===== config.mk =====
export PLATFORM = sky130hd
export DESIGN_NAME = raid_stripe_writer
export DESIGN_NICKNAME = d
export VERILOG_FILES = /design/src/rtl/raid_pkg.sv /design/src/rtl/raid_stripe_map.sv /design/src/rtl/raid_stripe_writer.sv
export SDC_FILE = /design/constraint.sdc
export NUM_CORES = 1
export LEC_CHECK = 0
export ABC_AREA = 0
export CAP_MARGIN = 20
export CORE_MARGIN = 1.5
export CORE_UTILIZATION = 40
export DETAILED_ROUTE_END_ITERATION = 8
export HOLD_SLACK_MARGIN = 0.15
export PLACE_DENSITY = 0.78
export SYNTH_ARGS = -nofsm -noshare
export SYNTH_HDL_FRONTEND = slang
export SYNTH_SLANG_ARGS = --single-unit
export TNS_END_PERCENT = 10

===== constraint.sdc =====
create_clock -name clk -period 4.95 [get_ports clk]
set_input_delay 0.495 -clock clk [delete_from_list [all_inputs] [get_ports clk]]
set_output_delay 0.495 -clock clk [all_outputs]
set_load 0.05 [all_outputs]

===== src/rtl/raid_pkg.sv =====
// Shared types and disk-placement helpers for the RAID-5 stripe write stage.
package raid_pkg;

  typedef enum logic [2:0] {IDLE, ISSUE, WAIT, GAP, DONE} state_t;

  function automatic int unsigned parity_disk(input int unsigned addr, input int unsigned n);
    return addr % n;
  endfunction

  // Data codewords skip over the parity slot of the stripe.
  function automatic int unsigned data_to_disk(input int unsigned j, input int unsigned p);
    return (j < p) ? j : j + 1;
  endfunction

endpackage


===== src/rtl/raid_stripe_map.sv =====
// Rotating-parity placement: maps need mask, parity slot and codewords onto per-disk lanes.
module raid_stripe_map
  import raid_pkg::*;
#(
    parameter int unsigned N_DISKS = 3,
    parameter int unsigned DATA_W  = 12
) (
    input  logic [N_DISKS-2:0]            need,
    input  logic [$clog2(N_DISKS)-1:0]    p,
    input  logic [DATA_W-1:0]             parity,
    input  logic [(N_DISKS-1)*DATA_W-1:0] data_enc,
    output logic [N_DISKS-1:0]            wr_en,
    output logic [N_DISKS*DATA_W-1:0]     wr_disk
);

    always_comb begin
        int unsigned pd;
        pd      = 32'(p);
        wr_en   = '0;
        wr_disk = '0;
        if (|need) begin
            for (int unsigned k = 0; k < N_DISKS; k++) begin
                if (k == pd) begin
                    wr_en[k]                     = 1'b1;
                    wr_disk[k*DATA_W +: DATA_W]  = parity;
                end
                for (int unsigned j = 0; j < N_DISKS - 1; j++) begin
                    if (need[j] && data_to_disk(j, pd) == k) begin
                        wr_en[k]                    = 1'b1;
                        wr_disk[k*DATA_W +: DATA_W] = data_enc[j*DATA_W +: DATA_W];
                    end
                end
            end
        end
    end

endmodule


===== src/rtl/raid_stripe_writer.sv =====
// RAID-5 stripe write stage: captures a request, issues the stripe write and
// retries on missing ack, finishing every request with a done/err pulse.
module raid_stripe_writer
  import raid_pkg::*;
#(
    parameter int unsigned N_DISKS     = 3,
    parameter int unsigned DATA_W      = 12,
    parameter int unsigned ADDR_W      = 8,
    parameter int unsigned TIMEOUT_CYC = 16,
    parameter int unsigned MAX_RETRY   = 2
) (
    input  logic                          clk,
    input  logic                          reset_n,
    input  logic                          start,
    input  logic [ADDR_W-1:0]             wr_add,
    input  logic [DATA_W-1:0]             parity,
    input  logic [(N_DISKS-1)*DATA_W-1:0] data_enc,
    input  logic [N_DISKS-2:0]            synd_nz,
    input  logic [N_DISKS-2:0]            equal,
    input  logic                          mem_ack,
    output logic [N_DISKS*DATA_W-1:0]     wr_disk,
    output logic [N_DISKS-1:0]            wr_en,
    output logic                          wr_valid,
    output logic [ADDR_W-1:0]             address,
    output logic                          busy,
    output logic                          done,
    output logic                          err
);

    localparam int unsigned PW = $clog2(N_DISKS);
    localparam int unsigned TW = $clog2(TIMEOUT_CYC);
    localparam int unsigned RW = (MAX_RETRY > 0) ? $clog2(MAX_RETRY + 1) : 1;

    state_t                          state, state_nxt;
    logic                            pend;
    logic                            accept;
    logic                            err_nxt;
    logic [TW-1:0]                   timer;
    logic [RW-1:0]                   retries;
    logic [ADDR_W-1:0]               addr_q;
    logic [DATA_W-1:0]               par_q;
    logic [(N_DISKS-1)*DATA_W-1:0]   data_q;
    logic [N_DISKS-2:0]              need_q;
    logic [PW-1:0]                   p_q;
    logic [N_DISKS-1:0]              map_en;
    logic [N_DISKS*DATA_W-1:0]       map_disk;

    assign accept = (state == IDLE) && !pend && start;

    always_ff @(posedge clk or negedge reset_n) begin
        if (!reset_n) begin
            addr_q <= '0;
            par_q  <= '0;
            data_q <= '0;
            need_q <= '0;
            p_q    <= '0;
        end else if (accept) begin
            addr_q <= wr_add;
            par_q  <= parity;
            data_q <= data_enc;
            need_q <= synd_nz | ~equal;
            p_q    <= PW'(parity_disk(32'(wr_add), N_DISKS));
        end
    end

    // The IDLE cycle after acceptance decides write vs no-write from the captured mask.
    always_ff @(posedge clk or negedge reset_n) begin
        if (!reset_n) begin
            state   <= IDLE;
            pend    <= 1'b0;
            timer   <= '0;
            retries <= '0;
            done    <= 1'b0;
            err     <= 1'b0;
        end else begin
            state <= state_nxt;
            done  <= (state_nxt == DONE);
            err   <= err_nxt;
            if (accept)                 pend <= 1'b1;
            else if (state_nxt != IDLE) pend <= 1'b0;
            if (state == ISSUE)         timer <= '0;
            else if (state == WAIT)     timer <= timer + 1'b1;
            if (accept)                 retries <= '0;
            else if (state == GAP)      retries <= retries + 1'b1;
        end
    end

    always_comb begin
        state_nxt = state;
        err_nxt   = 1'b0;
        unique case (state)
            IDLE:  if (pend) state_nxt = (|need_q) ? ISSUE : DONE;
            ISSUE: state_nxt = WAIT;
            WAIT: begin
                if (mem_ack) begin
                    state_nxt = DONE;
                end else if (timer == TW'(TIMEOUT_CYC - 1)) begin
                    if (retries < RW'(MAX_RETRY)) begin
                        state_nxt = GAP;
                    end else begin
                        state_nxt = DONE;
                        err_nxt   = 1'b1;
                    end
                end
            end
            GAP:     state_nxt = ISSUE;
            DONE:    state_nxt = IDLE;
            default: state_nxt = IDLE;
        endcase
    end

    always_comb begin
        wr_valid = 1'b0;
        wr_en    = '0;
        wr_disk  = '0;
        address  = '0;
        busy     = pend | (state != IDLE);
        unique case (state)
            ISSUE, WAIT: begin
                wr_valid = 1'b1;
                wr_en    = map_en;
                wr_disk  = map_disk;
                address  = addr_q;
            end
            GAP, DONE: address = addr_q;
            default: ;
        endcase
    end

    raid_stripe_map #(
        .N_DISKS(N_DISKS),
        .DATA_W (DATA_W)
    ) u_map (
        .need    (need_q),
        .p       (p_q),
        .parity  (par_q),
        .data_enc(data_q),
        .wr_en   (map_en),
        .wr_disk (map_disk)
    );

endmodule

Word-level counts from Yosys, hierarchy flattened --
Cells that the tools add are included.
Storage, ports and cells: word-level logic and storage cells 95, register bits 60
Cells by class: reductions and logical operators 21, divide/modulo/power cells 1, order comparisons 3, equality and inequality tests 12, add/sub/neg operators 2, muxes and demuxes 42, bitwise operators 3
Operators by type and width (count):
- 12-bit 2-to-1 mux | 9
- 36-bit 2-to-1 mux | 2
- 32-bit by 1-bit == test with 1-bit output (second input constant) | 2
- 32-bit by 2-bit == test with 1-bit output (second input constant) | 2
- 32-bit zero test | 2
- 8-bit by 2-bit modulo with 32-bit output (second input constant) | 1
- 3-bit 2-to-1 mux | 7
- 1-bit 2-to-1 mux | 17
- 3-bit one-hot mux with 4 select lines | 1
- 1-bit logical AND | 8
- 4-bit 2-to-1 mux | 2
- 8-bit 2-to-1 mux | 1
- 3-bit by 2-bit == test with 1-bit output (second input constant) | 2
- 3-bit == test (second input constant) | 2
- 2-bit 2-to-1 mux | 3
- 2-bit nonzero test | 3
- 3-bit nonzero test | 2
- 4-bit by 1-bit adder with 4-bit output (second input constant) | 1
- 4-bit == test (second input constant) | 1
- 1-bit by 2-bit < comparator with 1-bit output (first input constant) | 2
- 2-bit OR reduction | 2
- 4-bit OR reduction | 1
- 3-bit by 1-bit == test with 1-bit output (second input constant) | 1
- 3-bit zero test | 1
- other kinds (9) | 9

Longest topological paths before layout --
depth in word-level cells 8, gate-level depth with buffers 18, depth with buffers taken out 15

By module --
From an unflattened synthesis, not the netlist that was laid out.
Unflattened totals: cells, all modules 530, area total of the unflattened synthesis 4048.9 um^2
Modules (own cells, without submodules):
- raid_stripe_writer | cells each 405, area each 3311.9 um^2, seq. area each 1501.4 um^2, instances 1
- raid_stripe_map | cells each 125, area each 737.0 um^2, seq. area each 0.0 um^2, instances 1

Least setup slack after synthesis --
Ideal clock, no wire load.
path kind input to register, from in wr_add[6], to reg p_q[0], buffers on the path 2, cell stages on the path 16, path slack 1.063 ns, data required time 4.858 ns, library setup time 0.092 ns, arrival 3.796 ns, path through buf_2 -> clkbuf_1 -> ha_1 -> nand2b_1 -> a31o_2 -> or2_1 -> a2111oi_0 -> a21oi_1 -> ha_1 -> nor3_1 -> nand3_1 -> xor2_1 -> ha_1 -> a211oi_1 -> a21boi_0 -> o31ai_2
On the way: longest elaborated chain between the ends 1
Ends and longest elaborated chain:
- start, declared | RTL line raid_stripe_writer.sv:15 | input logic [ADDR_W-1:0] wr_add,
- 8-bit by 2-bit modulo with 32-bit output | RTL line raid_pkg.sv:7 | return addr % n;
- end signal, assigned | RTL line raid_stripe_writer.sv:62 | p_q <= PW'(parity_disk(32'(wr_add), N_DISKS));
- end, declared | RTL line raid_stripe_writer.sv:44 | logic [PW-1:0] p_q;
Every way passes these cells. A chain may end at the register's enable or synchronous reset.

Worst setup path in the final report --
from in wr_add[7], to reg p_q[0]
The elaborated chain is that of the path after synthesis.

==> impl_metrics.ini <==
[outcome]
status = completed

[logic_synthesis]
syn_area_sq_mm = 0.00384
avgSynthCellArea_sq_um = 7.32
synth_cells = 525
synth_nets = 581
ys_warn_count = 0
synthArstFlopShare = 1.00
synth_cell_types = 63
ys_seq_area_frac = 0.391
synth-seq-cells = 60
synth_edf_count = 0
ys.flop_type = dfrtp_1

[critical_path]
crit_fanout = 11
reg2reg_to = addr_q[7]$_DFFE_PN0P_
arrival_ps = 4760
reg2reg_depth = 4
r2r_slack_ps = 2850
path_class = in -> reg
cp_data_required_time_ps = 5190
start_kind = input port
worst_setup_path_end_kind = flip-flop
timing.rr.start = state[1]$_DFF_PN0_

[timing]
finClkSkew_ps = 5.26
rsz0062_at_grt = false
tightest_slew_ps = 934
fin_ws_ps = 435
finalSetupViolations = 0
slew_headroom = 0.378
final.period_utilization = 0.912
period_minus_slack_ps = 4510
finalHoldViolCount = 0
drv_slew = 0
setup-tns-final_ps = 0
hold_ws_ps = 295
max_freq_ghz = 0.222

[placement]
placed_cells = 721
gp_congestion = 0.850
dpl.hpwl_mm = 7.79
port_buffers = 102
place_ws_ps = 226

[drt]
dr_wl_met3_microns = 596
drt-total-wl_mm = 11.0
first_iter_violations = 282
routed.top_layer = met4
drt_pass1_iterations = 5
ant_nets = 0
via_per_inst = 5.38
routedLengthMet1_mm = 4.89
dr_total_vias = 3968
routedWlPerCell_microns = 14.9
dr_wl_met2_mm = 5.25
drc = 0

[cts]
h-tree-depth = 3
path_clk_slew_ps = 70
clk_path_buf_depth = 2
root_buffer = clkbuf_8
cts_inserted_buffers = 9
clock-sinks = 60
cts_tree = done
cts_resized = 0
cts_setup_buffers = 0
clkLatencyLatePin_ps = 330
holdBufCountCts = 0

[die]
num_rows = 35
dieArea_sq_mm = 0.0102
core_area_sq_mm = 0.00928
start_util = 0.414
die_height_microns = 101
boundaryPins = 103
die_w_microns = 101

[power]
finalPower_mw = 3.52
irDropWorstVdd_mv = 0.232
p_per_area_mw_per_mm2 = 686
p_leak_nw = 2.25

[layout]
nets = 659
final_layout_size_suffix_gt1_frac = 0.0559
areaGrowthSynthToFinish_pct = 33.6
antenna_cells = 0
fin_cells = 737

[global_route]
grt_first_pass_wirelength_mm = 17.7
grt_pass1_vias = 3659
grt_max_degree = 61
antenna_found_initial = 0
overflow = 0
track_usage = 0.218

[hold_path]
holdCritPathClass = in -> async

[flow_run]
max_cap_viol_count = 0
==> cells in the final DEF, fill, tap and decap left out, types with 3 or more instances in the layout <==
cell             Yosys  final
nand2_1            178    178
ha_1                 4      4
nor3_1               6      6
o31ai_1              3      3
o21ai_0              9      9
bufinv_16            0      3
or2_1                3      3
a31oi_1              4      4
a31o_1               3      3
o211ai_1             3      3
and2_1               9      8
clkbuf_8             0      9
nand3_1             15     15
nor2b_1              4      4
clkdlybuf4s50_1      0    101
a211oi_1            24     24
nor2_1              55     55
nor4_1               5      5
a21oi_1             31     31
xor2_1               3      3
dfrtp_1             60     60
xnor2_1              3      3
nand2b_1             4      4
clkinvlp_4           0      3
inv_1               10     10
buf_4                2      5
==> sequential cells by signal (all words and copies together), names as in the netlist <==
name and count:
addr_q 8, data_q 24, done 1, err 1, need_q 2, p_q 2, par_q 12, pend 1
retries 2, state 3, timer 4
==> layout make-up <==
class,instances,area (sq um)
Sequential cell,60,1500
Inverter,10,37.5
Tap cell,129,161
Clock buffer,10,128
Timing Repair Buffer,107,1050
Clock inverter,6,113
Multi-Input combinational cell,415,2140
Fill cell,881,4150
==> power by group <==
group,internal [mW],leakage [nW],switching (mW)
clock,0.334,0.109,0.194
combinational,0.674,1.39,1.36
sequential,0.703,0.751,0.254
total,1.71,2.25,1.81
==> metrics by stage <==
| step | util | cell area (sq um) |
|---|---|---|
| 2_1_floorplan | - | 3840 |
| 3_3_place_gp | 0.527 | 4890 |
| 3_5_place_dp | 0.527 | 4890 |
| 4_1_cts | 0.553 | 5130 |
| 5_1_grt | 0.553 | 5130 |
| 6_report | 0.553 | 5130 |
==> cells by family after synthesis <==
family	after synthesis	share of synthesized area
xor+xnor	6	0.0137
mux	2	0.00521
simple gates	301	0.343
buf+inv	50	0.0537
flops	60	0.391
fa+ha+maj	4	0.0130
compound gates	102	0.181
==> synth_stat cells, drive strengths merged, types with 2 or more instances <==
| library cell | count | share of area |
|---|---|---|
| nand2 | 178 | 0.17 |
| dfrtp | 60 | 0.39 |
| nor2 | 56 | 0.055 |
| a21oi | 31 | 0.040 |
| clkbuf | 29 | 0.028 |
| a211oi | 24 | 0.047 |
| nand3 | 15 | 0.020 |
| o21ai | 12 | 0.016 |
| buf | 11 | 0.016 |
| inv | 10 | 0.0098 |
| and2 | 9 | 0.015 |
| nor3 | 7 | 0.010 |
| nor4 | 5 | 0.0081 |
| or2 | 5 | 0.0081 |
| a31o | 4 | 0.0091 |
| a31oi | 4 | 0.0065 |
| ha | 4 | 0.013 |
| nand2b | 4 | 0.0065 |
| nor2b | 4 | 0.0065 |
| o211ai | 4 | 0.0091 |
| o31ai | 4 | 0.0091 |
| xnor2 | 3 | 0.0068 |
| xor2 | 3 | 0.0068 |
| a2111oi | 2 | 0.0046 |
| a211o | 2 | 0.0046 |
| a21boi | 2 | 0.0039 |
| a41o | 2 | 0.0052 |
| and3b | 2 | 0.0046 |
| and4 | 2 | 0.0046 |
| mux2i | 2 | 0.0052 |
| nand3b | 2 | 0.0039 |
| nand4 | 2 | 0.0033 |
| nor3b | 2 | 0.0039 |
| nor4b | 2 | 0.0062 |
| or3 | 2 | 0.0046 |
==> critical path, cell delays in order <==
cell and delay, ps:
clkdlybuf4s50_1 570, ha_1 430, nand3b_1 200, mux2i_1 220
a21o_1 380, nor2_1 70, a2111oi_0 580, a21oi_1 100
ha_1 260, nor3_1 190, nand3_1 110, xor2_1 170
ha_1 200, a211oi_1 390, a21boi_0 200, o31ai_2 190
==> per-layer routing <==
layer	up-vias	GRT usage
met5	-	0
met4	0	0.0908
met3	19	0.0333
met2	137	0.354
met1	1880	0.292
li1	1932	-
==> worst max-delay path by stage <==
stage	startpoint	slack, ps	endpoint	cells after the start
floorplan	wr_add[6]	1060	p_q[0]$_DFFE_PN0P_	16
global placement	wr_add[7]	410	p_q[0]$_DFFE_PN0P_	16
detailed placement	wr_add[7]	230	p_q[0]$_DFFE_PN0P_	16
CTS	wr_add[7]	530	p_q[0]$_DFFE_PN0P_	16
global route	wr_add[7]	120	p_q[0]$_DFFE_PN0P_	16
finish	wr_add[7]	440	p_q[0]$_DFFE_PN0P_	16
Power figures use the tool's default switching activity.
